## config.mk

```make
export PLATFORM = sky130hd
export DESIGN_NAME = rom_port_arbiter
export DESIGN_NICKNAME = d
export VERILOG_FILES = /design/src/rtl/rom_port_arbiter.sv
export SDC_FILE = /design/constraint.sdc
export NUM_CORES = 1
export LEC_CHECK = 0
export CAP_MARGIN = 20
export CORE_MARGIN = 5
export CORE_UTILIZATION = 44
export DETAILED_ROUTE_END_ITERATION = 6
export GPL_TIMING_DRIVEN = 0
export PLACE_DENSITY_LB_ADDON = 0.15
export SLEW_MARGIN = 0
export SYNTH_ARGS = -nofsm -noshare
export SYNTH_HDL_FRONTEND = slang
export SYNTH_SLANG_ARGS = --single-unit
```

## constraint.sdc

```tcl
create_clock -name clk -period 2.6 [get_ports clk]
set_clock_uncertainty 0.1 [all_clocks]
set_input_delay 0.52 -clock clk [delete_from_list [all_inputs] [get_ports clk]]
set_output_delay 0.52 -clock clk [all_outputs]
set_load 0.02 [all_outputs]
```

## src/rtl/rom_port_arbiter.sv

```systemverilog
// Purpose : shares one combinational program-ROM read port between port 0 (CPU fetch) and port 1 (debug scanner).
// Latency : req sampled in IDLE at edge N -> gnt in cycle N+1 -> rvalid/rdata/err in cycle N+2; one read per 3 cycles.
// Backpr. : requests are only sampled in IDLE; a requester holds req/addr until gnt, losing or late requests simply wait.
//
// Ports   : clk/rst (async active-low); per port reqX/addrX in, gntX/rvalidX/rdataX/errX out;
//           rom_address out / rom_read_value in to the ROM; busy = transaction in flight.
// Option  : define ROM_ARB_RR_EN for round-robin arbitration (default build is fixed priority to port 0).
module rom_port_arbiter #(
    parameter int ADDR_WIDTH = 4,
    parameter int DATA_WIDTH = 16
) (
    input  logic                  clk,
    input  logic                  rst,
    input  logic                  req0,
    input  logic [7:0]            addr0,
    output logic                  gnt0,
    output logic                  rvalid0,
    output logic [DATA_WIDTH-1:0] rdata0,
    output logic                  err0,
    input  logic                  req1,
    input  logic [7:0]            addr1,
    output logic                  gnt1,
    output logic                  rvalid1,
    output logic [DATA_WIDTH-1:0] rdata1,
    output logic                  err1,
    output logic [ADDR_WIDTH-1:0] rom_address,
    input  logic [DATA_WIDTH-1:0] rom_read_value,
    output logic                  busy
);

    typedef enum logic [1:0] {
        S_IDLE  = 2'd0,
        S_GRANT = 2'd1,
        S_READ  = 2'd2
    } state_t;

    state_t     state_q;
    logic       owner_q;   // 0 = port 0, 1 = port 1
    logic       oor_q;     // latched address has bits above the ROM depth
    logic       win_d;
    logic [7:0] addr_sel_d;
    logic       oor_d;

`ifdef ROM_ARB_RR_EN
    logic       last_q;    // port granted most recently; reset to 1 so port 0 wins the first contest
`endif

    // Winner selection, only consumed in IDLE.
    always_comb begin
        win_d = 1'b0;
`ifdef ROM_ARB_RR_EN
        if (req0 && req1) begin
            win_d = ~last_q;
        end else begin
            win_d = req1;
        end
`else
        win_d = ~req0;
`endif
        addr_sel_d = win_d ? addr1 : addr0;
        // Shift form also works for ADDR_WIDTH = 8, where no upper bits exist.
        oor_d      = ((addr_sel_d >> ADDR_WIDTH) != 8'd0);
    end

    assign busy = (state_q != S_IDLE);

    always_ff @(posedge clk or negedge rst) begin
        if (!rst) begin
            state_q     <= S_IDLE;
            owner_q     <= 1'b0;
            oor_q       <= 1'b0;
            gnt0        <= 1'b0;
            gnt1        <= 1'b0;
            rvalid0     <= 1'b0;
            rvalid1     <= 1'b0;
            err0        <= 1'b0;
            err1        <= 1'b0;
            rdata0      <= '0;
            rdata1      <= '0;
            rom_address <= '0;
`ifdef ROM_ARB_RR_EN
            last_q      <= 1'b1;
`endif
        end else begin
            // Handshake outputs are single-cycle pulses by default.
            gnt0    <= 1'b0;
            gnt1    <= 1'b0;
            rvalid0 <= 1'b0;
            rvalid1 <= 1'b0;
            err0    <= 1'b0;
            err1    <= 1'b0;
            case (state_q)
                S_IDLE: begin
                    if (req0 || req1) begin
                        owner_q     <= win_d;
                        oor_q       <= oor_d;
                        rom_address <= addr_sel_d[ADDR_WIDTH-1:0];
                        gnt0        <= ~win_d;
                        gnt1        <= win_d;
                        state_q     <= S_GRANT;
`ifdef ROM_ARB_RR_EN
                        last_q      <= win_d;
`endif
                    end
                end
                S_GRANT: begin
                    // rom_address has been stable for this whole cycle, so the ROM
                    // output is captured here and presented during READ.
                    if (owner_q) begin
                        rvalid1 <= 1'b1;
                        err1    <= oor_q;
                        rdata1  <= oor_q ? '0 : rom_read_value;
                    end else begin
                        rvalid0 <= 1'b1;
                        err0    <= oor_q;
                        rdata0  <= oor_q ? '0 : rom_read_value;
                    end
                    state_q <= S_READ;
                end
                S_READ: begin
                    state_q <= S_IDLE;
                end
                default: begin
                    state_q <= S_IDLE;
                end
            endcase
        end
    end

endmodule

```

Word level (Yosys, flattened, before mapping)

Cells that the tools add are included.

Bits in registers: 46
Latch bits: 0
RAM bits: 0
Memory bits (read-only): 0
Bits of input ports: 36
Word-level logic and storage cells: 39
Memories kept: 0

Add/subtract/negate cells: 0
Multipliers: 0
Divide/modulo/power cells: 0
Magnitude comparators: 0
Eq/ne operators: 2
Shift-type cells: 0
Mux-type cells: 16
Bitwise gates (word level): 2
Reductions and logical operators: 7

Operators by type and width:

| kind                                                             | count |
|---|---|
| 16-bit 2-to-1 mux                                                | 1 |
| 1-bit 2-to-1 mux                                                 | 12 |
| 8-bit 2-to-1 mux                                                 | 1 |
| 8-bit nonzero test                                               | 1 |
| 2-bit AND reduction                                              | 3 |
| 2-bit one-hot mux with 2 select lines                            | 1 |
| 2-bit by 1-bit == test with 1-bit output (second input constant) | 1 |
| 2-bit logical NOT                                                | 1 |
| 2-bit 2-to-1 mux                                                 | 1 |
| 2-bit inequality test (second input constant)                    | 1 |
| 1-bit NOT                                                        | 2 |
| 2-bit nonzero test                                               | 1 |
| 1-bit logical OR                                                 | 1 |

Logic depth before layout (Yosys ltp)

Gate-level depths: netlist of run 1.

Depth in word-level cells: 3
Mapped depth: 5
Mapped depth without buffers: 3

Worst setup path before layout of run 1

OpenSTA, ideal clock, no wires.

Kind: in2reg
Start point: in req0
End point: reg rom_address[0]
Setup time: 0.125 ns
Data arrival time: 1.257 ns
Data required time: 2.375 ns
Setup slack: 1.118 ns
Stages on the path: 3
Path buffers: 1
Cell sequence: buf_2 > mux2_2 > mux2_2

Word-level cells in the longest chain between the ends: 2

RTL lines:

| what                                 | RTL line | source |
|---|---|---|
| start, declared                      | 14       | `input logic req0,` |
| 1-bit logical OR                     | 94       | `if (req0 \|\| req1) begin` |
| 2-bit AND reduction (no source line) | --       |  |
| end signal, assigned                 | 97       | `rom_address <= addr_sel_d[ADDR_WIDTH-1:0];` |
| end, declared                        | 26       | `output logic [ADDR_WIDTH-1:0] rom_address,` |

Several ways; a longest one is shown, not always the timed one.
A chain may end at the register's enable or synchronous reset.

Final worst setup path of run 1

Start point: reg state_q[1]
End point: out busy

Word-level cells in the longest chain between the ends: 1

RTL lines:

| what                   | RTL line | source |
|---|---|---|
| start, declared        | 37       | `state_t state_q;` |
| start signal, assigned | 69       | `state_q <= S_IDLE;` |
| start signal, assigned | 100      | `state_q <= S_GRANT;` |
| start signal, assigned | 118      | `state_q <= S_READ;` |
| 2-bit nonzero test     | 65       | `assign busy = (state_q != S_IDLE);` |
| end, declared          | 28       | `output logic busy` |

Every way passes these cells.

==> metrics.md, run 1 <==
| Metric | Value |
|---|---|
| Status | `complete, no violations` |
| Syn Nets | `200` |
| Post-synthesis mux area share | `5.02%` |
| Latest clock arrival within the worst-skew pair | `0.29 ns` |
| Synth Cell Area | `1800 sq um` |
| H-tree Lvls | `2` |
| Top Ports | `79` |
| Critical path arrival | `1.61 ns` |
| Nets | `285` |
| Share of cells above drive strength 1 | `12.8%` |
| Register-to-Register Setup Slack | `1.06 ns` |
| Fin crit share | `85.6%` |
| Largest family of logic cells by synthesized area | `simple AND/OR/NAND/NOR gates` |
| Post-route DRC | `0` |
| TritonCTS clock tree | `built` |
| Most common cell after layout, fill and taps aside | `clkdlybuf4s50_1` |
| Asr flop ratio synth | `100%` |
| Initial Util | `45.2%` |
| CP Class | `reg2out` |
| Max IR drop VDD | `604 uV` |
| Routed wire per std cell | `14.1 microns` |
| Clk pin slew, worst setup/hold paths | `0.08 ns` |
| Vias in the first global route | `1424` |
| Leakage | `1.18 nW` |
| Crit start category | `flip-flop` |
| Diode count | `0` |
| First-pass GRT wire length | `6840 microns` |
| Synth warn | `0` |
| DP HPWL | `3230 microns` |
| Gp weighted congestion | `0.723` |
| CTS sink cnt | `46` |
| Adder-Cell Fraction of Synth Area | `0%` |
| Crit path largest cell delay | `0.56 ns` |
| Max cap viols | `0` |
| Peak Freq | `0.449 GHz` |
| First drt pass iteration count | `4` |
| 1st-iter DRT viols | `69` |
| Compound-gate portion of the synthesized area | `12.8%` |
| Largest net degree at the start of global routing | `31` |
| Dpl ws | `0.698 ns` |
| P per Cell Area | `1130 nW/um^2` |
| PostCTS Resize Cnt | `0` |
| Initial antenna violation count | `0` |
| Cell-by-cell trace of the critical path | `nor2_1 > inv_1 > clkdlybuf4s50_1` |
| Worst EP required | `1.98 ns` |
| GRT Util Overall | `16.9%` |
| Max-slew violation count | `0` |
| Ys flop type | `dfrtp_1` |
| Worst Hold Class | `in2async` |
| Minimum clock period | `2.23 ns` |
| Hold-fix buffers at CTS | `0` |
| Root Driver | `clkbuf_8` |
| Final setup viols | `0` |
| Total global routing overflow | `0` |
| RSZ-0062 raised after global routing | `no` |
| Die area | `5460 sq um` |
| Post-synth cell types | `22` |
| Drt total wl | `4230 microns` |
| Chip Height | `73.9 microns` |
| Power, Total | `0.00310 W` |
| Avg Cell Area, Syn | `10.9 sq um` |
| Synth Instances | `164` |
| Routed via count | `1437` |
| Row count | `23` |
| Routed Antenna Nets | `0` |
| Post-synth EDFFs | `0` |
| Most frequent cells in the layout | `76 x clkdlybuf4s50_1, 49 x nand2_1, 46 x dfrtp_1` |
| Worst hold-check slack | `0.0411 ns` |
| Worst setup EP type | `output pin` |
| #FFs+latches synth | `46` |
| Die X-Extent | `73.9 microns` |
| Slowest stage cell on the critical path | `clkdlybuf4s50_1` |
| Slew headroom | `70.2%` |
| Post-CTS Setup Repair Bufs | `0` |
| Synth Area in Simple Gates | `13.9%` |
| Worst-margin pin slew | `0.447 ns` |
| Synthesis-to-layout area growth | `53.2%` |
| CTS buffer count | `5` |
| Final setup margin | `0.375 ns` |
| XOR/XNOR Fraction of Synth Area | `0%` |
| Total core area | `3970 sq um` |
| Final hold vios | `0` |
| Drt via density | `4.79` |
| Register area share after synthesis | `64.1%` |
| Clk buf depth | `2` |
| Count of buffers from port buffering | `77` |
| Crit Path Max Fanout | `5` |
## critical path, delay by kind of cell (launching register included)
kind	cells	cell delay, ns
and+or+nand+nor	1	0.25
buffers and inverters	2	0.66
DFF	1	0.41
## sequential cells by signal, summed over array words and instances (netlist names)
| signal | cells |
|---|---|
| err1 | 1 |
| rdata0 | 16 |
| rvalid1 | 1 |
| gnt1 | 1 |
| oor_q | 1 |
| gnt0 | 1 |
| err0 | 1 |
| state_q | 2 |
| rdata1 | 16 |
| rom_address | 4 |
| rvalid0 | 1 |
| owner_q | 1 |
## power by group
part           switching (W)  leakage [nW]  internal, W
registers           0.000146         0.610     0.000986
logic               0.000779         0.513     0.000677
clock network       0.000226        0.0524     0.000288
## per-stage QoR
step                setup TNS (ns)  utilization, %  area (sq um)  cells
floorplan                        0               -          1800    164
global placement            -15.29            66.2          2630    291
global route                     0            69.3          2750    300
finish                           0            69.3          2750    300
detailed placement               0            66.6          2640    292
CTS                              0            69.3          2750    300
## worst paths after layout
check,start,cells past startpoint,endpoint
max,state_q[1],3,busy
min,rst,1,err0
max reg2reg,state_q[1],3,rom_address[3]
min reg2reg,rdata0[8],2,rdata0[8]
max in group asynchronous,rst,2,rdata1[1]
min in group clk,rdata0[8],2,rdata0[8]
## layer usage
metal | GRT usage (%) | part of all wire, %
met5 | 0 | 0
met4 | 5.43 | 0.99
met3 | 7.11 | 9.3
met2 | 27.9 | 49
met1 | 19.9 | 40
## cell usage after synthesis, types with 2 or more instances
cell      instances  share of area [%]
nand2_1          49                 10
nor2_1            6                1.3
mux2_2            8                5.0
o21ai_0          16                4.5
inv_1             3               0.63
o21ai_1           5                1.4
dfrtp_1          46                 64
buf_2             2               0.56
clkbuf_1          4               0.84
buf_6             3                1.9
o21ai_2          11                5.4
## area by class of cell
type	count	area (sq um)
Sequential cell	46	1150
Timing Repair Buffer	78	786
Clock buffer	7	76.3
Buffer	9	58.8
Clock inverter	1	30.0
Tap cell	50	62.6
Fill cell	352	1220
Inverter	4	15.0
Multi-Input combinational cell	105	571
## cells by family (layout without fill, tap and decap cells)
| group | Yosys count | in the layout |
|---|---|---|
| flip-flops | 46 | 46 |
| multiplexers | 8 | 8 |
| AND/OR/NAND/NOR | 61 | 61 |
| buffers and inverters | 13 | 99 |
| AO/OA/AOI/OAI | 36 | 36 |
Note: power is estimated with default switching activity, not from simulation.
==> run 2: changes to the inputs <==
--- a/config.mk
+++ b/config.mk
@@ -6,9 +6,11 @@
 export NUM_CORES = 1
 export LEC_CHECK = 0
 export CAP_MARGIN = 20
+export CORE_ASPECT_RATIO = 1.1
 export CORE_MARGIN = 5
-export CORE_UTILIZATION = 44
+export CORE_UTILIZATION = 64
 export DETAILED_ROUTE_END_ITERATION = 6
+export DONT_BUFFER_PORTS = 1
 export GPL_TIMING_DRIVEN = 0
 export PLACE_DENSITY_LB_ADDON = 0.15
 export SLEW_MARGIN = 0
==> run 2 against run 1 <==
Total power is 24% lower; largest power group is now registers; maximum frequency grew 22%; sequential cell count did not move; die area is 27% lower; via count is 16% lower; clock power decreased by 42%; count of clock-buffer cells in the layout did not move; highest routed layer unchanged; sequential power is 31% higher; register-to-register slack is essentially flat.
==> metrics.md, run 2 (same netlist as run 1, synthesis figures left out) <==
| Metric | Value |
|---|---|
| Combinational Power Share | `24.5%` |
| Chip Height | `65.6 microns` |
| Hold-fix buffers at CTS | `2` |
| CTS buffer count | `5` |
| Worst Reg-to-Reg Cells | `4` |
| Final hold vios | `0` |
| Leakage | `0.871 nW` |
| Setup tns final | `0 ns` |
| CP top delay family | `flip-flops` |
| Clk buf depth | `2` |
| Die area | `3970 sq um` |
| Max IR drop VDD | `732 uV` |
| Root Driver | `clkbuf_4` |
| Row count | `20` |
| Worst hold endpoint | `gnt1` |
| Clk pin slew, worst setup/hold paths | `0.12 ns` |
| Largest registers | `rdata0: 16 flops, rdata1: 16 flops, rom_address: 4 flops` |
| Most frequent cells in the layout | `49 x nand2_1, 46 x dfrtp_1, 16 x o21ai_0` |
| P per Cell Area | `1230 nW/um^2` |
| CP Class | `reg2out` |
| Crit start category | `flip-flop` |
| Initial Util | `65.8%` |
| Worst Hold Class | `in2reg` |
| Most common cell after layout, fill and taps aside | `nand2_1` |
| TritonCTS clock tree | `built` |
| P_int | `0.00130 W` |
| Crit path largest cell delay | `0.41 ns` |
| Die X-Extent | `60.5 microns` |
| First-pass GRT wire length | `6230 microns` |
| Power, Total | `0.00236 W` |
| Seq pwr share | `62.9%` |
| Nets | `209` |
| Routed wire per std cell | `18.0 microns` |
| Gp weighted congestion | `0.772` |
| Final setup viols | `0` |
| GRT Util Overall | `21.1%` |
| Hold-critical path depth | `2` |
| DP HPWL | `2800 microns` |
| Max cap viols | `0` |
| Worst setup EP type | `output pin` |
| Post-route DRC | `0` |
| Worst-margin pin slew | `0.471 ns` |
| RR Endpoint | `rdata1[13]` |
| Initial antenna violation count | `0` |
| Sw Share | `44.9%` |
| Share of cells above drive strength 1 | `17.3%` |
| Routed via count | `1208` |
| Minimum clock period | `1.83 ns` |
| Latest clock arrival within the worst-skew pair | `0.33 ns` |
| Total global routing overflow | `0` |
| Critical path arrival | `1.21 ns` |
| Crit Path Max Fanout | `5` |
| Sw Pwr | `0.00106 W` |
| Clock share of power | `12.7%` |
| Largest net degree at the start of global routing | `47` |
| Routed Antenna Nets | `0` |
| H-tree Lvls | `2` |
| Post-CTS Setup Repair Bufs | `0` |
| Buf/Inv on CP | `1` |
| Drt total wl | `3700 microns` |
| First drt pass iteration count | `4` |
| Count of buffers from port buffering | `0` |
| Peak Freq | `0.547 GHz` |
| Cell-by-cell trace of the critical path | `nor2_1 > inv_1` |
| Final setup margin | `0.772 ns` |
| PostCTS Resize Cnt | `0` |
| 1st-iter DRT viols | `62` |
| RR Startpoint | `oor_q` |
| Slew headroom | `68.6%` |
| Vias in the first global route | `1334` |
| Finished Core Util | `70.4%` |
| Status | `complete, no violations` |
| CTS sink cnt | `46` |
| Top Ports | `79` |
| Total core area | `2730 sq um` |
| Max-slew violation count | `0` |
| Fin crit share | `70.3%` |
| Drt via density | `5.86` |
| RSZ-0062 raised after global routing | `no` |
| Diode count | `0` |
| Hold Crit Start | `req1` |
| Dpl ws | `1.02 ns` |
| Worst EP required | `1.98 ns` |
| Register-to-Register Setup Slack | `1.05 ns` |
| Slowest stage cell on the critical path | `dfrtp_1` |
| Synthesis-to-layout area growth | `6.90%` |
## run 2: cell types whose count changed in the layout (fill, tap and decap cells not counted), sizes merged
cell,delta
bufinv,-1
clkdlybuf4s50,-76
dlygate4sd3,+1
buf,-1
## run 2: worst reg2reg max path: cells and delay by family, from the launching register on
family | cells | cell delay, ns
flops | 1 | 0.40
buf+inv | 2 | 0.57
compound gates | 1 | 0.22
simple gates | 1 | 0.17
## run 2: worst max path at each step
stage               start        endpoint  slack, ns  cells past startpoint
2_1_floorplan        req0  rom_address[0]       1.12                      3
3_3_place_gp         req0  rom_address[0]       1.05                      3
3_5_place_dp         req0  rom_address[1]       1.02                      3
4_1_cts        state_q[0]            busy       0.75                      2
5_1_grt        state_q[0]            busy       0.65                      2
6_report       state_q[0]            busy       0.77                      2
## run 2: area by class of cell
cell class | instances | area, sq um
flip-flops and latches | 46 | 1150
fillers | 202 | 808
multi-input cells | 105 | 571
plain buffers | 9 | 58.8
clock buffers | 7 | 45.0
well taps | 33 | 41.3
repair buffers | 2 | 37.5
inverters | 4 | 15.0
## run 2: power by group through the flow
stage | clock, W | sequential [W] | combinational, W
after floorplan | 0 | 0.00144 | 0.000452
after global placement | 0 | 0.00149 | 0.000532
after detailed placement | 0 | 0.00150 | 0.000563
after CTS | 0.000307 | 0.00149 | 0.000582
after global routing | 0.000337 | 0.00152 | 0.000665
final | 0.000298 | 0.00148 | 0.000577
## run 2: layer usage
layer | vias to the layer above | wire length [microns] | track usage (%)
li1 | 554 | - | -
met1 | 588 | 1380 | 25.2
met2 | 60 | 1830 | 34.2
met3 | 6 | 434 | 8.45
met4 | 0 | 51 | 7.32
met5 | - | 0 | 0
## run 2: stage by stage
stage / cells / instance area (sq um) / hold WS [ns]
floorplan: 164 / 1800 / 0.124
global placement: 197 / 1840 / 0.125
detailed placement: 197 / 1840 / 0.125
CTS: 206 / 1920 / 0.159
global route: 206 / 1920 / 0.149
finish: 206 / 1920 / 0.174
==> run 3: changes to the inputs <==
--- a/config.mk
+++ b/config.mk
@@ -8,7 +8,7 @@
 export CAP_MARGIN = 20
 export CORE_ASPECT_RATIO = 1.1
 export CORE_MARGIN = 5
-export CORE_UTILIZATION = 64
+export CORE_UTILIZATION = 55
 export DETAILED_ROUTE_END_ITERATION = 6
 export DONT_BUFFER_PORTS = 1
 export GPL_TIMING_DRIVEN = 0
==> constraint.sdc (replaced) <==
create_clock -name clk -period 1.5 [get_ports clk]
set_clock_uncertainty 0.1 [all_clocks]
set_input_delay 0.3 -clock clk [delete_from_list [all_inputs] [get_ports clk]]
set_output_delay 0.3 -clock clk [all_outputs]
set_load 0.02 [all_outputs]
==> run 3 against run 2 <==
Worst setup slack got worse by 0.73 ns; global-route usage decreased by 2.3 points; combinational power rose by 130%; first-iteration DRC count is 9.7% lower; routed wire length rose by 12%; non-clock buffer count is 21 higher; count of clock-buffer cells in the layout did not move; critical path type is now reg2reg; critical endpoint is now rdata0[11]; largest cell class unchanged.
==> metrics.md, run 3 (same netlist as run 1, synthesis figures left out) <==
| Metric | Value |
|---|---|
| CP Class | `reg2reg` |
| H-tree Lvls | `2` |
| CTS sink cnt | `46` |
| Latest clock arrival within the worst-skew pair | `0.35 ns` |
| Worst-margin pin slew | `0.345 ns` |
| Most frequent cells in the layout | `46 x dfrtp_1, 40 x nand2_1, 17 x dlygate4sd3_1` |
| Drt total wl | `4130 microns` |
| Slowest stage cell on the critical path | `dfrtp_1` |
| Count of buffers from port buffering | `0` |
| Max IR drop VDD | `1020 uV` |
| Drt via density | `5.59` |
| Final hold vios | `0` |
| Routed Antenna Nets | `0` |
| RSZ-0062 raised after global routing | `yes` |
| Largest net degree at the start of global routing | `47` |
| Crit start category | `flip-flop` |
| Share of cells above drive strength 1 | `27.7%` |
| Fillers | `239` |
| Total global routing overflow | `0` |
| Routed wire per std cell | `18.0 microns` |
| Initial antenna violation count | `0` |
| Worst EP required | `1.65 ns` |
| First drt pass iteration count | `4` |
| Root Driver | `clkbuf_4` |
| Finished Core Util | `71.3%` |
| Crit path largest cell delay | `0.44 ns` |
| Crit Path Max Fanout | `10` |
| Total core area | `3100 sq um` |
| Leakage | `1.00 nW` |
| DP HPWL | `2740 microns` |
| Buf/Inv on CP | `2` |
| GRT Util Overall | `18.8%` |
| Status | `complete, no violations` |
| Peak Freq | `0.685 GHz` |
| Max cap viols | `0` |
| Top Ports | `79` |
| Largest registers | `rdata0: 16 flops, rdata1: 16 flops, rom_address: 4 flops` |
| Post-route DRC | `0` |
| Die X-Extent | `64.5 microns` |
| Row count | `21` |
| Initial Util | `57.9%` |
| CTS buffer count | `5` |
| TritonCTS clock tree | `built` |
| Nets | `230` |
| Die area | `4510 sq um` |
| Setup tns final | `0 ns` |
| Max-slew violation count | `0` |
| Gp weighted congestion | `0.740` |
| Clk pin slew, worst setup/hold paths | `0.12 ns` |
| 1st-iter DRT viols | `56` |
| Vias in the first global route | `1310` |
| Sequential cell area | `1150 sq um` |
| Cell-by-cell trace of the critical path | `or3b_1 > buf_6 > buf_8 > nand2_2 > o21ai_2` |
| Slew headroom | `77.0%` |
| Final setup viols | `0` |
| P per Cell Area | `2040 nW/um^2` |
| Critical path arrival | `1.61 ns` |
| Chip Height | `69.9 microns` |
| Most common cell after layout, fill and taps aside | `dfrtp_1` |
| Routed via count | `1281` |
| CP top delay family | `simple AND/OR/NAND/NOR gates` |
| First-pass GRT wire length | `6470 microns` |
| Power, Total | `0.00451 W` |
| Diode count | `0` |
| Area of the multi-input gates | `602 sq um` |
| Fin crit share | `97.4%` |
| Minimum clock period | `1.46 ns` |
| Worst setup EP type | `flip-flop` |
| Clk buf depth | `2` |
| Worst Hold Class | `in2reg` |
| Synthesis-to-layout area growth | `23.1%` |
## run 3: worst paths after layout
| kind | depth (start not counted) | slack [ns] | start | end |
|---|---|---|---|---|
| max | 5 | 0.04 | state_q[1] | rdata0[11] |
| min | 2 | 0.02 | rom_read_value[8] | rdata0[8] |
| max reg2reg | 5 | 0.04 | state_q[1] | rdata0[11] |
| min reg2reg | 1 | 0.43 | state_q[1] | state_q[1] |
| max in group asynchronous | 2 | 0.75 | rst | rdata1[11] |
| min in group asynchronous | 2 | 0.34 | rst | rdata0[0] |
## run 3: worst reg2reg max path, stage by stage (launching register included)
cell and delay [ns]:
dfrtp_1 0.44, or3b_1 0.40, buf_6 0.15, buf_8 0.15, nand2_2 0.07, o21ai_2 0.05
## run 3: layout make-up
class,instances,share of cell area [%]
Sequential cell,46,52.1
Multi-Input combinational cell,105,27.2
Timing Repair Buffer,24,11.8
Buffer,8,3.28
Clock buffer,7,2.49
Tap cell,34,1.93
Inverter,4,0.963
Clock inverter,1,0.227
## run 3: repair_timing
item / 4_1_cts / 5_1_grt
pin swaps: 0 / 1
buffers inserted: 0 / 5
cloned: 0 / 1
hold buffers: 18 / 0
gates resized for setup: 6 / 17
setup endpoints to repair: 12 / 37
hold endpoints to repair: 64 / 0
## run 3: power breakdown
part	leakage [nW]	internal, W	switching [W]
Combinational	0.356	0.000600	0.000726
Clock	0.0353	0.000228	0.000359
Sequential	0.610	0.00170	0.000894
## run 3: per-stage QoR
stage	setup slack (ns)	hold WS (ns)	area (sq um)	std cells
after floorplan	0.106	-0.0956	1800	164
after global placement	-0.00187	-0.0945	1840	198
after detailed placement	-0.0241	-0.0945	1840	198
after CTS	0.00590	0.00270	2100	223
after global routing	-0.0201	0.00168	2210	229
final	0.0392	0.0234	2210	229
## run 3: metal layers
layer	share of wire, %	vias up	track usage [%]
met2	50	53	31.3
li1	-	605	-
met4	1.4	0	6.34
met3	9.4	7	7.85
met5	0	-	0
met1	39	616	21.8
